==> config.mk <==
export PLATFORM = sky130hd
export DESIGN_NAME = rotor_bank_flat
export DESIGN_NICKNAME = d
export VERILOG_FILES = /design/src/rtl/rotor_bank_if.sv /design/src/rtl/rotor_bank.sv /design/src/flat_wrapper.sv
export SDC_FILE = /design/constraint.sdc
export NUM_CORES = 2
export LEC_CHECK = 0
export CAP_MARGIN = 10
export CORE_MARGIN = 8
export CORE_UTILIZATION = 27
export CTS_BUF_LIST = sky130_fd_sc_hd__clkbuf_4 sky130_fd_sc_hd__clkbuf_8
export CTS_CLUSTER_SIZE = 25
export DETAILED_ROUTE_END_ITERATION = 8
export PLACE_DENSITY_LB_ADDON = 0.2
export SYNTH_ARGS = -nofsm -noshare
export SYNTH_HDL_FRONTEND = slang
export SYNTH_SLANG_ARGS = --single-unit
==> constraint.sdc <==
create_clock -name clk -period 94.4 [get_ports clk]
set_clock_uncertainty 0.2 [all_clocks]
set_input_delay 9.44 -clock clk [delete_from_list [all_inputs] [get_ports clk]]
set_output_delay 9.44 -clock clk [all_outputs]
set_load 0.02 [all_outputs]
==> src/rtl/rotor_bank_if.sv <==
// Purpose: config, input and output channels of the rotor stack bundled for one port.
// Latency: n/a (wires only); timing is defined by rotor_bank.
// Backpressure: in_ready/out_ready carried here; master = surrounding datapath, slave = rotor_bank.
// Signals: cfg_* write port with cfg_err pulse; in_* character input; out_* character output;
//          step_vec/pos_out report the stepping of the last accepted character.
interface rotor_bank_if #(
  parameter int NUM_ROTORS = 3,
  parameter int ALPHA      = 26
);
  localparam int W = $clog2(ALPHA);

  logic                    cfg_we;
  logic [1:0]              cfg_kind;
  logic [2:0]              cfg_sel;
  logic [W-1:0]            cfg_addr;
  logic [W-1:0]            cfg_data;
  logic                    cfg_err;

  logic                    in_valid;
  logic                    in_ready;
  logic [W-1:0]            in_char;

  logic                    out_valid;
  logic                    out_ready;
  logic [W-1:0]            out_char;
  logic                    out_err;
  logic [NUM_ROTORS-1:0]   step_vec;
  logic [NUM_ROTORS*W-1:0] pos_out;

  modport master (
    output cfg_we, cfg_kind, cfg_sel, cfg_addr, cfg_data,
    input  cfg_err,
    output in_valid, in_char,
    input  in_ready,
    input  out_valid, out_char, out_err, step_vec, pos_out,
    output out_ready
  );

  modport slave (
    input  cfg_we, cfg_kind, cfg_sel, cfg_addr, cfg_data,
    output cfg_err,
    input  in_valid, in_char,
    output in_ready,
    output out_valid, out_char, out_err, step_vec, pos_out,
    input  out_ready
  );
endinterface

==> src/rtl/rotor_bank.sv <==
// Purpose: NUM_ROTORS rotors plus reflector with loadable wiring/ring/position/notch and double-step.
// Latency: 1 cycle from accept to out_valid; the full round trip is combinational in that cycle.
// Backpressure: in_ready = !cfg_we && (!out_valid || out_ready); output held while out_valid && !out_ready.
// Ports: clk, reset (sync, active-high); bus (rotor_bank_if.slave) carrying cfg_*, in_*, out_*,
//        step_vec (rotors stepped on last accept) and pos_out (positions, rotor 0 in the LSBs).
module rotor_bank #(
  parameter int NUM_ROTORS  = 3,
  parameter int ALPHA       = 26,
  parameter int DOUBLE_STEP = 1
) (
  input  logic         clk,
  input  logic         reset,
  rotor_bank_if.slave  bus
);
  localparam int           W         = $clog2(ALPHA);
  localparam int           W1        = W + 1;
  localparam logic [W:0]   ALPHA_W1  = W1'(ALPHA);
  localparam logic [W-1:0] LAST      = W'(ALPHA - 1);
  localparam logic [W-1:0] NOTCH_RST = W'(16);
  localparam logic [3:0]   NR        = 4'(NUM_ROTORS);

  // Rotor tables and settings
  logic [W-1:0] fwd   [NUM_ROTORS][ALPHA];
  logic [W-1:0] bwd   [NUM_ROTORS][ALPHA];
  logic [W-1:0] refl  [ALPHA];
  logic [W-1:0] pos   [NUM_ROTORS];
  logic [W-1:0] ring  [NUM_ROTORS];
  logic [W-1:0] notch [NUM_ROTORS];

  // Output registers
  logic                  out_valid_q;
  logic [W-1:0]          out_char_q;
  logic                  out_err_q;
  logic [NUM_ROTORS-1:0] step_q;
  logic                  cfg_err_q;

  // Datapath
  logic                    in_ready;
  logic                    accept;
  logic                    in_range;
  logic                    cfg_bad;
  logic [NUM_ROTORS-1:0]   step;
  logic [W-1:0]            q [NUM_ROTORS];
  logic [W-1:0]            x;
  logic [W-1:0]            c;
  logic [W-1:0]            enc;
  logic [NUM_ROTORS*W-1:0] pos_flat;

  // Operands are always < ALPHA, so one conditional correction suffices.
  function automatic logic [W-1:0] add_mod(input logic [W-1:0] a, input logic [W-1:0] b);
    logic [W:0] s;
    s = {1'b0, a} + {1'b0, b};
    if (s >= ALPHA_W1) s = s - ALPHA_W1;
    return s[W-1:0];
  endfunction

  function automatic logic [W-1:0] sub_mod(input logic [W-1:0] a, input logic [W-1:0] b);
    logic [W:0] s;
    s = {1'b0, a} - {1'b0, b};
    if (a < b) s = s + ALPHA_W1;
    return s[W-1:0];
  endfunction

  function automatic logic [W-1:0] inc_mod(input logic [W-1:0] p);
    return (p == LAST) ? '0 : p + W'(1);
  endfunction

  assign in_ready = !bus.cfg_we && (!out_valid_q || bus.out_ready);
  assign accept   = bus.in_valid && in_ready;
  assign in_range = ({1'b0, bus.in_char} < ALPHA_W1);

  // Kind 0 may address index NUM_ROTORS (the reflector); other kinds only real rotors.
  always_comb begin
    cfg_bad = ({1'b0, bus.cfg_data} >= ALPHA_W1);
    if (bus.cfg_kind == 2'd0) begin
      if ({1'b0, bus.cfg_addr} >= ALPHA_W1) cfg_bad = 1'b1;
      if ({1'b0, bus.cfg_sel} > NR)         cfg_bad = 1'b1;
    end else if ({1'b0, bus.cfg_sel} >= NR) begin
      cfg_bad = 1'b1;
    end
  end

  // Stepping from pre-step positions. The double-step term lets a middle rotor
  // sitting on its own notch step again together with its left neighbour.
  always_comb begin
    step    = '0;
    step[0] = 1'b1;
    for (int i = 1; i < NUM_ROTORS; i++) begin
      step[i] = (pos[i-1] == notch[i-1]);
      if (DOUBLE_STEP != 0 && i < NUM_ROTORS - 1 && pos[i] == notch[i]) step[i] = 1'b1;
    end
    for (int i = 0; i < NUM_ROTORS; i++) begin
      q[i] = step[i] ? inc_mod(pos[i]) : pos[i];
    end
  end

  // Round trip with post-step positions. Out-of-range characters are bypassed at
  // the output, so feed 0 to keep every table index in range.
  always_comb begin
    x = in_range ? bus.in_char : '0;
    c = '0;
    for (int i = 0; i < NUM_ROTORS; i++) begin
      c = sub_mod(add_mod(x, q[i]), ring[i]);
      x = add_mod(sub_mod(fwd[i][c], q[i]), ring[i]);
    end
    x = refl[x];
    for (int i = NUM_ROTORS - 1; i >= 0; i--) begin
      c = sub_mod(add_mod(x, q[i]), ring[i]);
      x = add_mod(sub_mod(bwd[i][c], q[i]), ring[i]);
    end
    enc = x;
  end

  always_comb begin
    pos_flat = '0;
    for (int i = 0; i < NUM_ROTORS; i++) begin
      pos_flat[i*W +: W] = pos[i];
    end
  end

  always_ff @(posedge clk) begin
    if (reset) begin
      out_valid_q <= 1'b0;
      out_char_q  <= '0;
      out_err_q   <= 1'b0;
      step_q      <= '0;
      cfg_err_q   <= 1'b0;
      for (int r = 0; r < NUM_ROTORS; r++) begin
        pos[r]   <= '0;
        ring[r]  <= '0;
        notch[r] <= NOTCH_RST;
        for (int k = 0; k < ALPHA; k++) begin
          fwd[r][k] <= W'(k);
          bwd[r][k] <= W'(k);
        end
      end
      for (int k = 0; k < ALPHA; k++) begin
        refl[k] <= W'(k ^ 1);
      end
    end else begin
      cfg_err_q <= 1'b0;

      // Config and accept are mutually exclusive because cfg_we forces in_ready low.
      if (bus.cfg_we) begin
        if (cfg_bad) begin
          cfg_err_q <= 1'b1;
        end else begin
          for (int r = 0; r < NUM_ROTORS; r++) begin
            if (bus.cfg_sel == 3'(r)) begin
              case (bus.cfg_kind)
                2'd0: begin
                  fwd[r][bus.cfg_addr] <= bus.cfg_data;
                  bwd[r][bus.cfg_data] <= bus.cfg_addr;
                end
                2'd1:    pos[r]   <= bus.cfg_data;
                2'd2:    ring[r]  <= bus.cfg_data;
                default: notch[r] <= bus.cfg_data;
              endcase
            end
          end
          if (bus.cfg_kind == 2'd0 && {1'b0, bus.cfg_sel} == NR) begin
            refl[bus.cfg_addr] <= bus.cfg_data;
          end
        end
      end

      if (accept) begin
        out_valid_q <= 1'b1;
        if (in_range) begin
          out_char_q <= enc;
          out_err_q  <= 1'b0;
          step_q     <= step;
          for (int r = 0; r < NUM_ROTORS; r++) begin
            pos[r] <= q[r];
          end
        end else begin
          out_char_q <= bus.in_char;
          out_err_q  <= 1'b1;
          step_q     <= '0;
        end
      end else if (bus.out_ready) begin
        out_valid_q <= 1'b0;
      end
    end
  end

  assign bus.in_ready  = in_ready;
  assign bus.out_valid = out_valid_q;
  assign bus.out_char  = out_char_q;
  assign bus.out_err   = out_err_q;
  assign bus.step_vec  = step_q;
  assign bus.pos_out   = pos_flat;
  assign bus.cfg_err   = cfg_err_q;
endmodule

==> src/flat_wrapper.sv <==
// flat-port wrapper written by rule: the top's interface ports become plain ports
module rotor_bank_flat 
#(
  parameter int NUM_ROTORS  = 3,
  parameter int ALPHA       = 26,
  parameter int DOUBLE_STEP = 1
)
  (clk, reset, bus_cfg_we, bus_cfg_kind, bus_cfg_sel, bus_cfg_addr, bus_cfg_data, bus_cfg_err, bus_in_valid, bus_in_char, bus_in_ready, bus_out_valid, bus_out_char, bus_out_err, bus_step_vec, bus_pos_out, bus_out_ready);
  rotor_bank_if #(.NUM_ROTORS(NUM_ROTORS), .ALPHA(ALPHA)) bus_i ();
  input  logic clk;
  input  logic reset;
  input wire logic [$bits(bus_i.cfg_we)-1:0] bus_cfg_we;
  input wire logic [$bits(bus_i.cfg_kind)-1:0] bus_cfg_kind;
  input wire logic [$bits(bus_i.cfg_sel)-1:0] bus_cfg_sel;
  input wire logic [$bits(bus_i.cfg_addr)-1:0] bus_cfg_addr;
  input wire logic [$bits(bus_i.cfg_data)-1:0] bus_cfg_data;
  output wire logic [$bits(bus_i.cfg_err)-1:0] bus_cfg_err;
  input wire logic [$bits(bus_i.in_valid)-1:0] bus_in_valid;
  input wire logic [$bits(bus_i.in_char)-1:0] bus_in_char;
  output wire logic [$bits(bus_i.in_ready)-1:0] bus_in_ready;
  output wire logic [$bits(bus_i.out_valid)-1:0] bus_out_valid;
  output wire logic [$bits(bus_i.out_char)-1:0] bus_out_char;
  output wire logic [$bits(bus_i.out_err)-1:0] bus_out_err;
  output wire logic [$bits(bus_i.step_vec)-1:0] bus_step_vec;
  output wire logic [$bits(bus_i.pos_out)-1:0] bus_pos_out;
  input wire logic [$bits(bus_i.out_ready)-1:0] bus_out_ready;
  assign bus_i.cfg_we = bus_cfg_we;
  assign bus_i.cfg_kind = bus_cfg_kind;
  assign bus_i.cfg_sel = bus_cfg_sel;
  assign bus_i.cfg_addr = bus_cfg_addr;
  assign bus_i.cfg_data = bus_cfg_data;
  assign bus_cfg_err = bus_i.cfg_err;
  assign bus_i.in_valid = bus_in_valid;
  assign bus_i.in_char = bus_in_char;
  assign bus_in_ready = bus_i.in_ready;
  assign bus_out_valid = bus_i.out_valid;
  assign bus_out_char = bus_i.out_char;
  assign bus_out_err = bus_i.out_err;
  assign bus_step_vec = bus_i.step_vec;
  assign bus_pos_out = bus_i.pos_out;
  assign bus_i.out_ready = bus_out_ready;
  rotor_bank #(.NUM_ROTORS(NUM_ROTORS), .ALPHA(ALPHA), .DOUBLE_STEP(DOUBLE_STEP)) u_core (.clk(clk), .reset(reset), .bus(bus_i));
endmodule
==> out/qor.txt <==
Post-synthesis cell type count = 91
Hold Vio Cnt, Final = 0
Drc violations = 0
Maxcap violations = 0
Slowest cell on crit path = nor3_1
Top Ports = 52
Vias = 39700
Initial antenna violation count = 16
Drt wl/cell = 24.8 um
Chip width = 474 um
IO buf count = 51
CTS tree = yes
Fmax = 16.5 MHz
Max Slew Vio Count = 0
Number of synthesized flops with an enable pin = 980
Cell accounting for the most synthesized area = edfxtp_1
Synthesized area per cell = 11.8 um^2
Min-delay src = u_core.bus.out_char[4]
Synthesized area = 56500 um^2
Drt pass-1 iters = 6
CP Class = in2reg
Post-CTS Setup Bufs = 0
ANT nets after route = 0
Post-cts sizing count = 0
Root buf cell = clkbuf_8
Vias in the first global route = 39500
Starting density of the core = 0.271
Synth async-reset ratio = 0
Worst Tran Pin Value = 1.22 ns
Slew HR = 0.190
Num CTS Buffers = 184
CP Max Fanout = 45
CP most frequent cell = inv_1
Final min period = 60.48 ns
Post-synthesis sequential area ratio = 0.525
Clock sink count = 991
Synth Warn # = 0
Critical R2R Launch = u_core.pos[0][0]
Total core area = 209000 um^2
Final setup fails = 0
Largest net degree at the start of global routing = 201
Initial DRC count = 3507
Hold buffer count at cts = 0
Final core occ = 0.303
Die Height = 474 um
CP peak stage delay = 0.92 ns
Final wirelength = 191000 um
Synth top area cells = edfxtp_1 52%, and3_1 5.0%, mux4_2 4.7%, mux2i_1 4.3%, ha_1 3.4%
Critical path arrival = 61.14 ns
CTS Buffer Depth = 3
Worst Setup End Kind = flip-flop
Layout Nets = 4932
GRT overflow = 0
Die area = 224000 um^2
Number of synthesized register bits = 991
Synth Instances = 4799
Predominant post-synthesis flop cell = edfxtp_1
# fillers = 21200
Register clock-pin slew on the reported worst setup and hold paths = 0.05 ns
Htree depth = 4
GPL Wtd Cong = 0.849
Crit share post-route = 0.641
Worst EP required = 95.06 ns
Setup TNS = 0 ns
Detail Placement HPWL = 128000 um
Final Hold Slack = 0.275 ns
Worst skew pair latency = 0.95 ns
Syn-to-layout area delta = 11.9%
HP Class = reg2reg
Status = finished clean
Share of post-route cells with drive strength above 1 = 0.150
Multi-input logic area = 24700 um^2
GRT Util Overall = 0.164
First-pass GRT wire length = 277000 um
Final Instance Count excl. Fillers = 7687
CP startpoint = bus_in_char[1]
Storage element area = 29600 um^2
Unrepaired setup endpoints after global routing = no
Yosys top cell area share = 0.521
Crit start category = input port
Via density = 5.16
Placed cell count = 7346
Rows = 168
## synth_stat cells (118+ instances only)
library cell	count
nand2_1	282
nor2_1	208
or3_1	298
clkbuf_1	328
nand3_1	144
mux2i_1	243
and3_1	454
inv_1	145
mux4_2	118
ha_1	154
edfxtp_1	980
a21o_1	202
## placed cells by master (no fill, tap or decap), types with 103 or more instances in the layout
master	Yosys	routed
edfxtp_1	980	980
and3_1	454	454
or3_1	298	298
nand2_1	282	282
mux2i_1	243	243
a21o_1	202	202
nor2_1	208	189
clkbuf_8	0	186
ha_1	154	148
nand3_1	144	144
inv_1	145	143
mux4_2	118	118
buf_4	8	103
## routing by layer
metal / GRT usage / vias up / wire length, um
li1: - / 18100 / -
met1: 0.214 / 20100 / 82800
met2: 0.281 / 1132 / 93100
met3: 0.0232 / 292 / 8790
met4: 0.0571 / 0 / 5910
met5: 0 / - / 0
## flip-flops by register name, indices dropped and copies added, names as in the netlist
signal and count:
u_core.bus.cfg_err 1, u_core.bus.out_char 5, u_core.bus.out_err 1, u_core.bus.out_valid 1, u_core.bus.step_vec 3, u_core.bwd 390, u_core.fwd 390, u_core.notch 10
u_core.pos 15, u_core.refl 160, u_core.ring 15
## worst max-delay path, delay by kind of cell
kind / cells / cell delay [ns]
adder cells (fa/ha/maj): 35 / 13.60
AO/OA/AOI/OAI: 71 / 16.19
XOR/XNOR: 29 / 7.14
multiplexers: 10 / 2.79
AND/OR/NAND/NOR: 22 / 5.22
buffers and inverters: 40 / 6.58
## through the flow
step / setup slack [ns] / instance area, um^2
finish: 33.92 / 63300
global route: 29.80 / 63300
CTS: 34.09 / 63200
detailed placement: 33.21 / 59700
global placement: 34.12 / 59700
floorplan: 41.71 / 56600
## layout make-up
class / instances / area share
Multi-Input combinational cell: 3253 / 0.391
Tap cell: 2805 / 0.0555
Clock inverter: 83 / 0.00886
Clock buffer: 247 / 0.0475
Antenna cell: 9 / 0.000356
Inverter: 148 / 0.00878
Sequential cell: 991 / 0.469
Timing Repair Buffer: 151 / 0.0199
## worst paths after layout
path | end | slack (ns) | cells past startpoint
min reg2reg | u_core.bus.out_char[4] | 0.28 | 2
max | u_core.bus.out_char[2] | 33.92 | 207
min | u_core.bus.out_char[4] | 0.28 | 2
max reg2reg | u_core.bus.out_char[2] | 42.05 | 207
## kinds of logic after synthesis
kind of cell | after synthesis | synth area share
XOR/XNOR | 130 | 0.0204
AO/OA/AOI/OAI | 752 | 0.0988
adder cells (fa/ha/maj) | 179 | 0.0428
AND/OR/NAND/NOR | 1736 | 0.168
multiplexers | 426 | 0.103
buffers and inverters | 584 | 0.0427
other | 1 | 0.0000663
flip-flops | 991 | 0.525
Power is left out: the tool's default activity adds up to more than one toggle a clock period on the data nets, which glitch-free logic cannot reach.
